$ cat src/rtl/mul_seq_pkg.sv
// Shared types and constants for the shift-and-add multiply sequencer.
// MUL_EARLY_EXIT_EN: when defined, the loop ends as soon as no multiplier bits remain.
package mul_seq_pkg;

  localparam int DATA_W   = 32;
  localparam int ITER_MAX = 32;
  localparam int CNT_W    = 6;

  typedef enum logic [1:0] {
    IDLE  = 2'd0,
    ADD   = 2'd1,
    SHIFT = 2'd2,
    DONE  = 2'd3
  } state_t;

  // Funct encodings of the shared combinational ALU.
  localparam logic [1:0] ALU_ADD = 2'b00;
  localparam logic [1:0] ALU_SUB = 2'b01;
  localparam logic [1:0] ALU_SLL = 2'b10;
  localparam logic [1:0] ALU_OR  = 2'b11;

  // First working state after an accepted operand pair.
  function automatic state_t first_state(input logic [DATA_W-1:0] mplier);
    state_t s;
    s = mplier[0] ? ADD : SHIFT;
`ifdef MUL_EARLY_EXIT_EN
    if (mplier == '0) s = DONE;
`endif
    return s;
  endfunction

  // True when the SHIFT just taken is the last one of the multiply.
  function automatic logic loop_finished(input logic [DATA_W-1:0] mplier_next,
                                         input logic [CNT_W-1:0]  cnt_next);
    logic fin;
    fin = (cnt_next == CNT_W'(ITER_MAX));
`ifdef MUL_EARLY_EXIT_EN
    if (mplier_next == '0) fin = 1'b1;
`else
    if (mplier_next[0] && 1'b0) fin = 1'b1;
`endif
    return fin;
  endfunction

endpackage

$ cat src/rtl/alu_mul_sequencer.sv
// Multi-cycle 32x32 (low word) multiplier that borrows an external shared ALU.
// MUL_EARLY_EXIT_EN (see mul_seq_pkg) shortens the loop once the multiplier is exhausted.
module alu_mul_sequencer
  import mul_seq_pkg::*;
(
  input  logic              clk,
  input  logic              rst,
  input  logic              Start_valid,
  output logic              Start_ready,
  input  logic [DATA_W-1:0] Multiplicand,
  input  logic [DATA_W-1:0] Multiplier,
  output logic              Result_valid,
  input  logic              Result_ready,
  output logic [DATA_W-1:0] Product,
  output logic              Busy,
  output logic [DATA_W-1:0] ALU_src_1,
  output logic [DATA_W-1:0] ALU_src_2,
  output logic [4:0]        ALU_shamt,
  output logic [1:0]        ALU_funct,
  input  logic [DATA_W-1:0] ALU_result,
  output state_t            state
);

  // Handshakes: a transfer happens on a rising edge where valid && ready are both
  // high. Start_ready is high only in IDLE, Result_valid only in DONE; the other
  // side's valid/ready is ignored in every other state.

  logic [DATA_W-1:0] acc;
  logic [DATA_W-1:0] mcand;
  logic [DATA_W-1:0] mplier;
  logic [CNT_W-1:0]  cnt;

  logic              start_ready_q;
  logic              busy_q;
  logic              result_valid_q;

  state_t            state_next;
  logic [DATA_W-1:0] mplier_shr;
  logic [CNT_W-1:0]  cnt_inc;

  always_comb begin
    state_next = state;
    mplier_shr = mplier >> 1;
    cnt_inc    = cnt + 1'b1;
    case (state)
      IDLE:  if (Start_valid) state_next = first_state(Multiplier);
      ADD:   state_next = SHIFT;
      SHIFT: begin
        if (loop_finished(mplier_shr, cnt_inc)) state_next = DONE;
        else                                    state_next = mplier_shr[0] ? ADD : SHIFT;
      end
      DONE:  if (Result_ready) state_next = IDLE;
      default: state_next = IDLE;
    endcase
  end

  // Status outputs are flopped from the next state so they line up with state.
  always_ff @(posedge clk) begin
    if (rst) begin
      state          <= IDLE;
      acc            <= '0;
      mcand          <= '0;
      mplier         <= '0;
      cnt            <= '0;
      start_ready_q  <= 1'b1;
      busy_q         <= 1'b0;
      result_valid_q <= 1'b0;
    end else begin
      state          <= state_next;
      start_ready_q  <= (state_next == IDLE);
      busy_q         <= (state_next == ADD) || (state_next == SHIFT);
      result_valid_q <= (state_next == DONE);
      case (state)
        IDLE: begin
          if (Start_valid) begin
            mcand  <= Multiplicand;
            mplier <= Multiplier;
            acc    <= '0;
            cnt    <= '0;
          end
        end
        ADD: acc <= ALU_result;
        SHIFT: begin
          mcand  <= ALU_result;
          mplier <= mplier_shr;
          cnt    <= cnt_inc;
        end
        default: ;
      endcase
    end
  end

  // ALU operands are decoded straight from state so the result lands this cycle.
  always_comb begin
    ALU_src_1 = '0;
    ALU_src_2 = '0;
    ALU_shamt = '0;
    ALU_funct = ALU_ADD;
    case (state)
      ADD: begin
        ALU_src_1 = acc;
        ALU_src_2 = mcand;
        ALU_shamt = 5'd0;
        ALU_funct = ALU_ADD;
      end
      SHIFT: begin
        ALU_src_1 = mcand;
        ALU_src_2 = '0;
        ALU_shamt = 5'd1;
        ALU_funct = ALU_SLL;
      end
      default: ;
    endcase
  end

  assign Start_ready  = start_ready_q;
  assign Busy         = busy_q;
  assign Result_valid = result_valid_q;
  assign Product      = acc;

endmodule

$ cat config.mk
export PLATFORM = sky130hd
export DESIGN_NAME = alu_mul_sequencer
export DESIGN_NICKNAME = d
export VERILOG_FILES = /design/src/rtl/mul_seq_pkg.sv /design/src/rtl/alu_mul_sequencer.sv
export SDC_FILE = /design/constraint.sdc
export NUM_CORES = 1
export LEC_CHECK = 0
export CAP_MARGIN = 10
export CELL_PAD_IN_SITES_DETAIL_PLACEMENT = 1
export CELL_PAD_IN_SITES_GLOBAL_PLACEMENT = 1
export CORE_ASPECT_RATIO = 1.5
export CORE_MARGIN = 2
export CORE_UTILIZATION = 34
export DETAILED_ROUTE_END_ITERATION = 10
export PLACE_DENSITY = 0.87
export SLEW_MARGIN = 30
export SYNTH_ARGS = -nofsm -noshare
export SYNTH_HDL_FRONTEND = slang
export SYNTH_SLANG_ARGS = --single-unit
$ cat constraint.sdc
create_clock -name clk -period 5.2 [get_ports clk]
set_input_delay 1.04 -clock clk [delete_from_list [all_inputs] [get_ports clk]]
set_output_delay 1.04 -clock clk [all_outputs]
set_load 0.005 [all_outputs]
==> impl_summary.log <==
[metrics] layout overhead on the synthesized area: 47.10%
[metrics] total vias in the final route: 5048
[metrics] max-slew violation count: 0
[metrics] # hold bufs at CTS: 0
[metrics] Avg Synthesized Cell Area: 8.909 um2
[metrics] worst setup path start: state[1]
[metrics] synth top area cells: sky130_fd_sc_hd__dfxtp_1 41%, sky130_fd_sc_hd__mux2i_1 12%, sky130_fd_sc_hd__a22oi_1 9.6%, sky130_fd_sc_hd__a211oi_1 9.3%, sky130_fd_sc_hd__nor2_1 7.7%
[metrics] endpoint type of the worst setup path: output port
[metrics] pin count of the biggest net entering global routing: 107
[metrics] Max IR drop VDD: 295.3 uV
[metrics] CP arrival: 2.70 ns
[metrics] proportion of layout cells with a drive suffix above 1: 0.04787
[metrics] antenna-violating nets left: 0
[metrics] IO Port Bufs: 202
[metrics] launching point of the worst reg2reg path: state[0]
[metrics] main flop type after synthesis: sky130_fd_sc_hd__dfxtp_1
[metrics] number of levels the H-tree was split into: 3
[metrics] sequential element share of the synthesized area: 0.4093
[metrics] required time of the worst setup path: 4.16 ns
[metrics] total of flip-flops plus latches after synthesis: 106
[metrics] last weighted congestion value of the routability-driven placer: 0.8119
[metrics] critical path capture point: ALU_src_1[23]
[metrics] library cell with the largest summed area after synthesis: sky130_fd_sc_hd__dfxtp_1
[metrics] Clock Skew: 0.007643 ns
[metrics] # setup viols final: 0
[metrics] clock buffer count from CTS: 9
[metrics] final hold violation count: 0
[metrics] antenna violations before repair: 0
[metrics] HPWL after detailed placement: 13.23 mm
[metrics] run status: completed
[metrics] count of cells along the worst register-to-register path: 7
[metrics] maximum frequency from static timing analysis: 267.1 MHz
[metrics] power density normalized to cell area: 497.5 nW/um2
[metrics] class of the most critical hold timing path: reg2reg
[metrics] Detailed Route Iter0 Violations: 172
[metrics] post-layout minimum cycle time: 3.745 ns
[metrics] clock tree sinks: 106
[metrics] placeable core area: 15000 um2
[metrics] Static Leakage: 2.640 nW
[metrics] number of global-route vias before repair: 5530
[metrics] residual overflow from global routing: 0
[metrics] Chip Height: 155.2 um
[metrics] max_cap viols: 0
[metrics] area of the mapped netlist: 5185 um2
[metrics] final cell count without fillers: 951
[metrics] clock-pin slew reported for the worst setup and hold paths after clock tree synthesis: 0.07 ns
[metrics] headroom to the max-slew limit: 0.4541
[metrics] n_diodes: 0
[metrics] area share of the leading cell type in the synthesized netlist: 0.4093
[metrics] number of placed instances, taps included: 935
[metrics] average vias per placed instance: 5.308
[metrics] count of distinct cell types in the synthesized netlist: 34
[metrics] number of rows created at floorplan: 55
[metrics] aggregate negative setup slack: 0 ns
[metrics] x dimension of the die: 104.8 um
[metrics] # Post-CTS Setup Buffers: 0
[metrics] layout net count: 852
[metrics] First-pass DRT Iterations: 4
[metrics] Resize count post-CTS: 0
[metrics] Clock Tree Root: sky130_fd_sc_hd__clkbuf_16
[metrics] gate count of the mapped netlist: 582
[metrics] Worst-Skew Late Latency: 0.34 ns
[metrics] Detailed Route WL: 18.09 mm
[metrics] share of the cycle needed by the critical path after routing: 0.7201
[metrics] number of synthesized flops with an enable pin: 0
[metrics] mean routed wirelength per cell: 19.03 um
[metrics] share of synthesized registers carrying an async set or reset: 0
[metrics] residual DRC count: 0
[metrics] initial core utilization: 0.3456
[metrics] r2r setup slk: 2.62 ns
[metrics] filler cell count in the final layout: 1760
[metrics] most instantiated cells after synthesis: 106 x sky130_fd_sc_hd__dfxtp_1, 106 x sky130_fd_sc_hd__nor2_1, 66 x sky130_fd_sc_hd__a22oi_1
[metrics] type of the setup path with the least slack: reg2out
[metrics] TritonCTS clock tree: yes
[metrics] Syn. warnings: 0
[metrics] global-route wire length before repair: 28.47 mm
[metrics] buffers from clock root to sink, at most: 2
[metrics] setup repair after global routing missed its margin: no
[metrics] global-route usage over all layers: 0.2184
[metrics] category of the worst setup path launch point: flop
[metrics] critical-path maximum fanout: 41
[metrics] I/O pin count: 208
[metrics] Total Die Area: 16270 um2
[metrics] end of the worst register-to-register path: mplier[12]
[metrics] slew at the pin with the worst max-slew slack: 0.8189 ns
-- critical path: stages (launching register included) --
cell	delay, ns
sky130_fd_sc_hd__dfxtp_1	0.38
sky130_fd_sc_hd__inv_1	0.12
sky130_fd_sc_hd__ha_2	0.53
sky130_fd_sc_hd__buf_4	0.45
sky130_fd_sc_hd__a22oi_1	0.16
sky130_fd_sc_hd__nor2b_1	0.17
sky130_fd_sc_hd__clkdlybuf4s50_1	0.51
-- cells by family (layout without fill, tap and decap cells) --
| logic type | count (synthesis) | in the layout | share of synthesized area |
|---|---|---|---|
| compound gates | 150 | 150 | 0.2208 |
| other cells | 1 | 5 | 0.0007232 |
| simple gates | 191 | 191 | 0.1752 |
| mux | 64 | 64 | 0.1236 |
| fa+ha+maj | 5 | 5 | 0.01207 |
| flops | 106 | 106 | 0.4093 |
| xor+xnor | 1 | 1 | 0.001689 |
| buf+inv | 64 | 230 | 0.05671 |
-- how the worst min path moves through the flow --
stage               startpoint         end  slack [ns]  depth (start not counted)
floorplan           mplier[31]  mplier[31]        0.43                          2
global placement    mplier[31]  mplier[31]        0.45                          2
detailed placement  mplier[31]  mplier[31]        0.49                          2
CTS                 mplier[31]  mplier[31]        0.50                          2
global route        mplier[31]  mplier[31]        0.52                          2
finish              mplier[31]  mplier[31]        0.48                          2
-- power breakdown --
part	leakage (nW)	switching (mW)	internal, mW
clock	0.152	0.297	0.414
combinational	1.62	0.980	0.793
sequential	0.872	0.213	1.10
-- placed cells by master (no fill, tap or decap), types with 2 or more instances in the layout --
cell and n:
sky130_fd_sc_hd__ha_2 2, sky130_fd_sc_hd__inv_1 4, sky130_fd_sc_hd__buf_4 7, sky130_fd_sc_hd__nor3_1 3, sky130_fd_sc_hd__conb_1 5, sky130_fd_sc_hd__a21oi_1 6, sky130_fd_sc_hd__ha_1 2, sky130_fd_sc_hd__o21ai_0 3
sky130_fd_sc_hd__nand2_1 7, sky130_fd_sc_hd__a22oi_1 66, sky130_fd_sc_hd__clkbuf_16 9, sky130_fd_sc_hd__clkbuf_8 3, sky130_fd_sc_hd__nand2b_1 2, sky130_fd_sc_hd__mux2i_1 63, sky130_fd_sc_hd__dfxtp_1 106, sky130_fd_sc_hd__nand3_1 3
sky130_fd_sc_hd__and2_1 33, sky130_fd_sc_hd__nand4_1 2, sky130_fd_sc_hd__nor2_1 105, sky130_fd_sc_hd__a211oi_1 64, sky130_fd_sc_hd__nor2b_1 34, sky130_fd_sc_hd__clkdlybuf4s50_1 201
-- flip-flops by register name, summed over array words and instances (netlist names) --
name,flops
Start_ready,1
mcand,32
state,2
Busy,1
mplier,31
Product,32
cnt,6
Result_valid,1
-- cell type report --
| cell class | count | area (um2) | share of cell area |
|---|---|---|---|
| clock buffers | 13 | 270.3 | 0.03543 |
| clock inverters | 3 | 46.29 | 0.006070 |
| inverters | 4 | 15.01 | 0.001969 |
| multi-input cells | 416 | 2821 | 0.3699 |
| flip-flops and latches | 106 | 2122 | 0.2782 |
| well taps | 199 | 249.0 | 0.03264 |
| repair buffers | 210 | 2103 | 0.2758 |
-- through the flow --
stage / total power, mW / util / hold slack (ns) / cell area (um2) / setup slack [ns]
after CTS: 3.825 / 0.5083 / 0.4963 / 7625 / 1.425
after global routing: 4.049 / 0.5084 / 0.5170 / 7627 / 1.243
after floorplan: 2.457 / - / 0.4316 / 5200 / 2.661
after global placement: 2.946 / 0.4851 / 0.4496 / 7277 / 1.978
after detailed placement: 3.096 / 0.4872 / 0.4865 / 7308 / 1.804
final: 3.794 / 0.5084 / 0.4845 / 7627 / 1.455
-- layer usage --
metal | up-vias | track usage | part of all wire
li1 | 2403 | - | -
met1 | 2431 | 0.2231 | 0.37
met2 | 165 | 0.4233 | 0.55
met3 | 49 | 0.03100 | 0.035
met4 | 0 | 0.1149 | 0.042
met5 | - | 0 | 0
(Power assumes the default switching activity.)
